[src/rtl/axis_cmd_gen_s2mm_mc.sv]
// Multi-channel S2MM command generator. Each channel's capture region is
// split into DataMover S2MM commands of at most MAX_BURST_LEN bytes, issued
// round-robin on one shared 72-bit AXIS command port. A channel runs once
// (one-shot) or wraps to its base every pass (continuous ring).
//
// Ports:
//   clk, reset           clock, asynchronous active-high reset
//   m_axis_tdata/tvalid  registered command; tready accepts it
//   base_addr, cap_size  per-channel region (32 bits per channel)
//   mode_cont            1 = continuous ring, 0 = one-shot (sampled at start)
//   start, stop          level start of an idle channel; stop pulse ends a ring
//   ch_reset             synchronous per-channel soft reset
//   busy, cap_done       channel active / sticky completion
//   pass_pulse, pass_cnt pass-complete pulse and per-channel pass counter
module axis_cmd_gen_s2mm_mc #(
  parameter int unsigned N_CH          = 4,
  parameter int unsigned BTT_WIDTH     = 23,
  parameter int unsigned MAX_BURST_LEN = 4096,
  parameter int unsigned PASS_CNT_W    = 16
) (
  input  logic                         clk,
  input  logic                         reset,
  output logic [71:0]                  m_axis_tdata,
  output logic                         m_axis_tvalid,
  input  logic                         m_axis_tready,
  input  logic [N_CH*32-1:0]           base_addr,
  input  logic [N_CH*32-1:0]           cap_size,
  input  logic [N_CH-1:0]              mode_cont,
  input  logic [N_CH-1:0]              start,
  input  logic [N_CH-1:0]              stop,
  input  logic [N_CH-1:0]              ch_reset,
  output logic [N_CH-1:0]              busy,
  output logic [N_CH-1:0]              cap_done,
  output logic [N_CH-1:0]              pass_pulse,
  output logic [N_CH*PASS_CNT_W-1:0]   pass_cnt
);

  localparam int unsigned CH_W    = (N_CH > 1) ? $clog2(N_CH) : 1;
  localparam logic [31:0] MAX_LEN = 32'(MAX_BURST_LEN);

  typedef enum logic [1:0] {CH_IDLE, CH_ACTIVE, CH_DONE} ch_state_t;
  typedef enum logic {ISS_ARB, ISS_HOLD} iss_state_t;

  // Per-channel state
  ch_state_t             ch_state   [N_CH];
  logic [31:0]           base_q     [N_CH];
  logic [31:0]           size_q     [N_CH];
  logic [31:0]           cur_addr   [N_CH];
  logic [31:0]           remaining  [N_CH];
  logic [PASS_CNT_W-1:0] pass_cnt_q [N_CH];
  logic [N_CH-1:0]       mode_q;
  logic [N_CH-1:0]       stop_q;

  // Issuer state
  iss_state_t            iss_state;
  logic [CH_W-1:0]       last_grant;
  logic [CH_W-1:0]       hold_ch;
  logic                  hold_live;   // cleared if the held channel is soft-reset
  logic [31:0]           hold_xfer;
  logic                  hold_eof;

  // Combinational arbitration and command build
  logic [N_CH-1:0]       req;
  logic [N_CH-1:0]       accept_ch;
  logic                  grant_found;
  logic [CH_W-1:0]       grant_idx;
  logic [31:0]           sel_addr;
  logic [31:0]           sel_rem;
  logic [31:0]           sel_xfer;
  logic                  sel_eof;
  logic [71:0]           cmd;
  int unsigned           idx;

  // Requests, per-channel acceptance, and round-robin search from last_grant+1
  always_comb begin
    req         = '0;
    accept_ch   = '0;
    grant_found = 1'b0;
    grant_idx   = '0;
    idx         = 0;
    for (int i = 0; i < int'(N_CH); i++) begin
      req[i]       = (ch_state[i] == CH_ACTIVE) && !ch_reset[i];
      accept_ch[i] = (iss_state == ISS_HOLD) && m_axis_tready && hold_live &&
                     (hold_ch == CH_W'(i));
    end
    for (int unsigned off = 1; off <= N_CH; off++) begin
      idx = (32'(last_grant) + off) % N_CH;
      if (!grant_found && req[CH_W'(idx)]) begin
        grant_found = 1'b1;
        grant_idx   = CH_W'(idx);
      end
    end
  end

  // Command fields for the granted channel
  always_comb begin
    sel_addr              = cur_addr[grant_idx];
    sel_rem               = remaining[grant_idx];
    sel_eof               = (sel_rem <= MAX_LEN);
    sel_xfer              = sel_eof ? sel_rem : MAX_LEN;
    cmd                   = '0;
    cmd[BTT_WIDTH-1:0]    = sel_xfer[BTT_WIDTH-1:0];
    cmd[23]               = 1'b1;
    cmd[30]               = sel_eof;
    cmd[31]               = 1'b1;
    cmd[63:32]            = sel_addr;
    cmd[67:64]            = 4'(grant_idx);
  end

  // Output decode of channel registers
  always_comb begin
    busy     = '0;
    cap_done = '0;
    pass_cnt = '0;
    for (int i = 0; i < int'(N_CH); i++) begin
      busy[i]                                  = (ch_state[i] == CH_ACTIVE);
      cap_done[i]                              = (ch_state[i] == CH_DONE);
      pass_cnt[i*PASS_CNT_W +: PASS_CNT_W]     = pass_cnt_q[i];
    end
  end

  // Per-channel state machines
  always_ff @(posedge clk or posedge reset) begin
    if (reset) begin
      pass_pulse <= '0;
      mode_q     <= '0;
      stop_q     <= '0;
      for (int i = 0; i < int'(N_CH); i++) begin
        ch_state[i]   <= CH_IDLE;
        base_q[i]     <= '0;
        size_q[i]     <= '0;
        cur_addr[i]   <= '0;
        remaining[i]  <= '0;
        pass_cnt_q[i] <= '0;
      end
    end else begin
      for (int i = 0; i < int'(N_CH); i++) begin
        pass_pulse[i] <= 1'b0;
        if (ch_reset[i]) begin
          ch_state[i]   <= CH_IDLE;
          pass_cnt_q[i] <= '0;
          stop_q[i]     <= 1'b0;
        end else begin
          case (ch_state[i])
            CH_IDLE: begin
              if (start[i]) begin
                base_q[i]     <= base_addr[32*i +: 32];
                size_q[i]     <= cap_size[32*i +: 32];
                mode_q[i]     <= mode_cont[i];
                cur_addr[i]   <= base_addr[32*i +: 32];
                remaining[i]  <= cap_size[32*i +: 32];
                pass_cnt_q[i] <= '0;
                stop_q[i]     <= 1'b0;
                ch_state[i]   <= (cap_size[32*i +: 32] == 32'd0) ? CH_DONE : CH_ACTIVE;
              end
            end
            CH_ACTIVE: begin
              if (stop[i] && mode_q[i]) stop_q[i] <= 1'b1;
              if (accept_ch[i]) begin
                if (hold_eof) begin
                  pass_pulse[i] <= 1'b1;
                  pass_cnt_q[i] <= pass_cnt_q[i] + PASS_CNT_W'(1);
                  // A stop arriving on the final acceptance still ends the ring
                  if (!mode_q[i] || stop_q[i] || stop[i]) begin
                    ch_state[i] <= CH_DONE;
                    stop_q[i]   <= 1'b0;
                  end else begin
                    cur_addr[i]  <= base_q[i];
                    remaining[i] <= size_q[i];
                  end
                end else begin
                  cur_addr[i]  <= cur_addr[i] + hold_xfer;
                  remaining[i] <= remaining[i] - hold_xfer;
                end
              end
            end
            CH_DONE: ;
            default: ch_state[i] <= CH_IDLE;
          endcase
        end
      end
    end
  end

  // Shared command issuer: ARB registers one command, HOLD waits for tready
  always_ff @(posedge clk or posedge reset) begin
    if (reset) begin
      iss_state     <= ISS_ARB;
      m_axis_tdata  <= '0;
      m_axis_tvalid <= 1'b0;
      last_grant    <= CH_W'(N_CH - 1);
      hold_ch       <= '0;
      hold_live     <= 1'b0;
      hold_xfer     <= '0;
      hold_eof      <= 1'b0;
    end else begin
      case (iss_state)
        ISS_ARB: begin
          if (grant_found) begin
            m_axis_tdata  <= cmd;
            m_axis_tvalid <= 1'b1;
            hold_ch       <= grant_idx;
            hold_live     <= 1'b1;
            hold_xfer     <= sel_xfer;
            hold_eof      <= sel_eof;
            last_grant    <= grant_idx;
            iss_state     <= ISS_HOLD;
          end
        end
        ISS_HOLD: begin
          // The command stays on the bus even if its channel is soft-reset
          if (ch_reset[hold_ch]) hold_live <= 1'b0;
          if (m_axis_tready) begin
            m_axis_tvalid <= 1'b0;
            hold_live     <= 1'b0;
            iss_state     <= ISS_ARB;
          end
        end
        default: iss_state <= ISS_ARB;
      endcase
    end
  end

endmodule

[config.mk]
export PLATFORM = sky130hd
export DESIGN_NAME = axis_cmd_gen_s2mm_mc
export DESIGN_NICKNAME = d
export VERILOG_FILES = /design/src/rtl/axis_cmd_gen_s2mm_mc.sv
export SDC_FILE = /design/constraint.sdc
export NUM_CORES = 2
export LEC_CHECK = 0
export CORE_ASPECT_RATIO = 0.75
export CORE_MARGIN = 3
export CORE_UTILIZATION = 47
export CTS_CLUSTER_DIAMETER = 200
export CTS_CLUSTER_SIZE = 14
export DETAILED_ROUTE_END_ITERATION = 7
export PLACE_DENSITY = 0.78
export RECOVER_POWER = 100
export SYNTH_ARGS = -nofsm -noshare
export SYNTH_HDL_FRONTEND = slang
export SYNTH_SLANG_ARGS = --single-unit
[constraint.sdc]
create_clock -name clk -period 30.7 [get_ports clk]
set_input_delay 4.605 -clock clk [delete_from_list [all_inputs] [get_ports clk]]
set_output_delay 4.605 -clock clk [all_outputs]
set_load 0.02 [all_outputs]
; Word level (Yosys, flattened, before mapping)
; Cells that the tools add are included.
[op_classes]
n_addsub = 16
magnitude_cmp = 7
eq_ne = 46
mux = 163
n_reduce_logical = 76
bitwise_logic = 6
[ops]
columns = operator, n
row1 = 2-to-1 mux 32 bit, 37
row2 = case mux 32 bit (2 select lines), 8
row3 = 2-to-1 mux 16 bit, 16
row4 = adder 32 bit, 4
row5 = binary-select mux 32 bit (select 2 bit), 2
row6 = zero test 32 bit, 4
row7 = case mux 16 bit (2 select lines), 4
row8 = subtractor 32 bit, 4
row9 = adder 16 x 1 -> 16 bit (second input constant), 4
row10 = 2-to-1 mux 2 bit, 28
row11 = 2-to-1 mux 1 bit, 52
row12 = AND reduction 5 bit, 8
row13 = != test 3 x 2 -> 1 bit (second input constant), 13
row14 = <= comparator 32 x 13 -> 1 bit (second input constant), 1
row15 = != test 3 bit (second input constant), 8
row16 = case mux 2 bit (3 select lines), 4
row17 = != test 2 bit (second input constant), 10
row18 = logical AND 1 bit, 17
row19 = AND reduction 4 bit, 4
row20 = less-than comparator 2 x 3 -> 1 bit (second input constant), 5
row21 = case mux 1 bit (2 select lines), 7
row22 = AND reduction 2 bit, 7
row23 = equality test 2 bit (second input constant), 6
row24 = AND reduction 3 bit, 4
row25 = 13 further kinds, 57
[totals]
output_inout_bits = 149
reg_bits = 696
elab_cells = 355
inputBits = 275

; Longest topological paths before layout
[depth]
depth_word = 20
mapped_depth = 15
ltp_nobuf = 14

; Worst setup path before layout
; No wires, ideal clock.
[synth_timing]
kind = input to register
startpoint = input ch_reset[0]
endpoint = register hold_xfer[1]
required_ns = 30.579
n_path_buf = 4
t_arrival_ns = 6.818
slack_ns = 23.761
path_stages = 11
setup_time_ns = 0.121
path_cell_list = buf_2 nor2_1 and2_1 buf_2 o21a_1 o21ai_1 o311ai_2 buf_2 buf_2 mux4_2 a22o_1
[synth_between]
elab_chain_len = 20
elab_cells_between_ends = 31
cone_classes = 1 x order compare / 20 x mux / 1 x bitwise / 9 x reduce/logical
[synth_lines]
columns = item, line_no
row1 = start: declaration, 31  ; input logic [N_CH-1:0] ch_reset,
row2 = zero test 1 bit (*), 82  ; req[i] = (ch_state[i] == CH_ACTIVE) && !ch_reset[i];
row3 = logical AND 1 bit (*), 82
row4 = binary-select mux 1 bit (select 2 bit), 88  ; if (!grant_found && req[CH_W'(idx)]) begin
row5 = 2-to-1 mux 1 bit (implied by the code), 88
row6 = 2-to-1 mux 1 bit, 88
row7 = zero test 1 bit, 88
row8 = logical AND 1 bit, 88
row9 = 2-to-1 mux 1 bit, 88
row10 = [3 not listed], n/a
row11 = zero test 1 bit, 88
row12 = logical AND 1 bit, 88
row13 = 2-to-1 mux 2 bit, 88
row14 = NOT 2 -> 3 bit (implied by the code), 98  ; sel_rem = remaining[grant_idx];
row15 = binary-select mux 32 bit (select 2 bit), 98
row16 = 2-to-1 mux 32 bit (implied by the code) (2 in series), 98
row17 = <= comparator 32 x 13 -> 1 bit, 99  ; sel_eof = (sel_rem <= MAX_LEN);
row18 = 2-to-1 mux 32 bit, 100  ; sel_xfer = sel_eof ? sel_rem : MAX_LEN;
row19 = end signal: assignment, 204  ; hold_xfer <= sel_xfer;
row20 = end: declaration, 59  ; logic [31:0] hold_xfer;
; Every way passes the cells marked *; elsewhere a longest branch is shown, timed or not. The select of a mux whose other input is x is not followed.
; A chain may end at the register's enable or synchronous reset.

==> results.py <==
metrics = {
    "timing": {
        "setup_tns_ns": 0,
        "setup_violations": 0,
        "slew_violations": 1492,
        "period_minus_slack_ns": 14.12,
        "worst_slack_ns": 16.58,
        "fin_crit_sh_pct": 46.00,
        "hold_viol": 0,
        "finClkSkew_ns": 0.04306,
        "worst_slew_pin_slew_ns": 5.188,
        "rsz0062_at_grt": "false",
        "hold_ws_ns": 0.4699,
        "maxSlewHeadroom_pct": -245.9,
        "fmax_ghz": 0.07081,
    },
    "global_routing": {
        "grt_usage_pct": 32.61,
        "grt_pass1_wl_mm": 241.9,
        "grt_pass1_vias": 39054,
        "grt_max_degree": 161,
        "gr-total-overflow": 0,
        "antenna_found_initial": 27,
    },
    "worst_setup_path": {
        "cp-end-kind": "async pin",
        "crit_slowest_cell": "clkbuf_1",
        "required_ns": 30.49,
        "critPathArrivalTime_ns": 13.91,
        "path_max_fanout": 115,
        "critPathKind": "in2async",
        "path_cells": "dlygate4sd3_1 -> clkinvlp_2 -> clkbuf_1 -> clkbuf_1",
        "crit_top_cell": "clkbuf_1",
        "worst-path-buf-inv": 4,
        "cpPeakStageDelay_ns": 3.04,
        "startpoint_type": "input port",
        "crit_family": "buffers and inverters",
    },
    "synth": {
        "synth-adder-area-share_pct": 7.622,
        "yosysWarnings": 0,
        "synthCells": 5320,
        "synth_area_um2": 43470,
        "syn_avg_cell_area_um2": 8.171,
        "ys_ff_latch": 669,
        "synth_top_family_by_area": "compound AO/OA/AOI/OAI gates",
        "synth_cell_type_count": 88,
        "ys_seq_area_share_pct": 38.52,
        "synth-simple-area-share_pct": 20.71,
        "synth_edf_count": 0,
        "async_flop_share_pct": 100.0,
        "ys.flop_type": "dfrtp_1",
        "synthXorXnorAreaFrac_pct": 4.513,
        "synth-compound-area-share_pct": 21.70,
        "yosys-mux-area-fraction_pct": 2.919,
    },
    "outcome": {
        "outcome": "complete, but fails checks",
        "violations": "max-capacitance violations, max-slew violations",
    },
    "placed_design": {
        "dp_hpwl_mm": 118.9,
        "portBuffers": 411,
        "dp_slack_ns": 22.15,
        "gp_congestion": 1.012,
    },
    "job": {
        "max-cap-violations": 23,
    },
    "route": {
        "detail-route-antenna-nets": 0,
        "drt_wl_total_mm": 162.2,
        "drt-initial-drc-count": 4622,
        "vias_per_cell": 6.198,
        "drc": 0,
        "drt_pass1_iterations": 6,
        "wl_per_cell_um": 23.81,
        "vias": 42228,
    },
    "clock_network": {
        "clk_latency_ns": 0.67,
        "cts_buffer_depth": 3,
        "cts_setup_buffers": 0,
        "post_cts_resize_count": 0,
        "clkTransAtPathRegs_ns": 0.07,
        "cts_tree": "built",
        "cts_root_buf": "clkbuf_16",
        "cts_sinks": 669,
        "htreeDepth": 2,
        "cts_hold_buf": 0,
        "cts_inserted_buffers": 53,
    },
    "power": {
        "p_per_area_nw_per_um2": 99.60,
        "power_uw": 4960,
        "p_leak_uw": 0.02236,
        "ir_drop_mv": 0.05743,
    },
    "layout": {
        "area_growth_syn_to_layout_pct": 14.56,
        "postLayoutCoreUtil_pct": 54.98,
        "mostFrequentLayoutCell": "nand2_1",
        "area.sequential_um2": 16740,
        "drive_gt1_share_pct": 4.009,
        "final_nets": 6109,
        "nFillCells": 8388,
        "layout_common_cells": "nand2_1, dfrtp_1, o21ai_0",
        "multi_input_area_um2": 25070,
    },
    "worst_hold_path": {
        "hold_class": "reg2reg",
    },
    "floorplanning": {
        "dieHeight_um": 269.4,
        "start_util_pct": 47.99,
        "fp.dieArea_um2": 96210,
        "die_x_um": 357.2,
        "core_um2": 90570,
        "ios": 424,
        "row_count": 95,
    },
}
flip-flops by register name, indices dropped and copies added, names as in the netlist:
name           cells
remaining        128
cur_addr         128
mode_q             4
last_grant         2
pass_pulse         4
hold_live          1
hold_xfer         32
m_axis_tvalid      1
pass_cnt          64
size_q           128
stop_q             4
base_q           128
hold_ch            2
ch_state           8
m_axis_tdata      34
iss_state          1
through the flow:
step	area, µm²	std cells
global route	49770	6800
finish	49800	6813
detailed placement	48510	6731
global placement	48510	6731
CTS	49910	6799
floorplan	43510	5331
worst reg2reg max path, cell delays in order (launching register included):
cell and delay [ns]:
dfrtp_1 0.93, inv_2 0.65, o2111a_1 0.46, o21ai_0 0.25, clkbuf_1 2.00, clkbuf_1 1.73, or3_1 0.30, o21ai_0 0.09
a21oi_1 0.19
area by class of cell:
cell class | count | area share [%]
clock buffers | 65 | 2.754
multi-input cells | 4241 | 50.35
diodes | 14 | 0.07035
repair buffers | 478 | 9.125
well taps | 1212 | 3.045
flip-flops and latches | 669 | 33.62
inverters | 131 | 0.9899
clock inverters | 3 | 0.04522
layer usage:
layer | track usage, % | up-vias | share of wire [%]
li1 | - | 19272 | -
met1 | 43.12 | 20276 | 40
met2 | 49.84 | 2192 | 44
met3 | 8.358 | 460 | 11
met4 | 15.65 | 28 | 5.4
met5 | 0 | - | 0.12
synth_stat cells (32+ instances only):
library cell  number  area share (%)
ha_1             252             7.3
a21o_1           105             1.8
nor2_1           439             3.8
xor2_1           110             2.2
o21a_1            36            0.62
a211oi_1          37            0.64
and3_1            32            0.46
buf_4             37            0.64
o21ai_0          515             5.9
o211ai_1         124             2.1
dfrtp_1          667              38
nand2b_1          48            0.69
nor4_1            69            0.99
or3_1             55            0.79
mux2_2            64             1.7
o21ai_1           64            0.74
nand3_1          118             1.4
nor3_1            64            0.74
nand4_1           52            0.75
nand2_1         1136             9.8
nor2b_1           36            0.52
inv_1            129             1.1
xnor2_1          114             2.3
a21oi_1          372             4.3
clkbuf_1         215             1.9
where the power goes:
part           total [µW]  switching, µW  internal [µW]  leakage (µW)
combinational        2720           1640           1080        0.0133
clock                 651            340            311      0.000680
sequential           1590            379           1210       0.00838
kinds of logic after synthesis:
| family | Yosys count |
|---|---|
| adders and majority gates | 260 |
| DFF | 669 |
| xor gates and xnor gates | 224 |
| AOI/OAI and AO/OA | 1542 |
| muxes | 105 |
| buffers and inverters | 421 |
| other | 1 |
| and+or+nand+nor | 2098 |
path summary, 6_finish.rpt:
check                                      to        startpoint  cells after the start  slack [ns]
worst max-delay path            remaining[41]             reset                      4       16.58
worst min-delay path               base_q[79]        base_q[79]                      2        0.47
worst max register to register  remaining[88]  m_axis_tdata[30]                      8       24.04
worst min register to register     base_q[79]        base_q[79]                      2        0.47
max in group clk                 cur_addr[60]     m_axis_tready                      9       20.30
min in group asynchronous        cur_addr[43]             reset                      2        5.94
(Power assumes the default switching activity.)
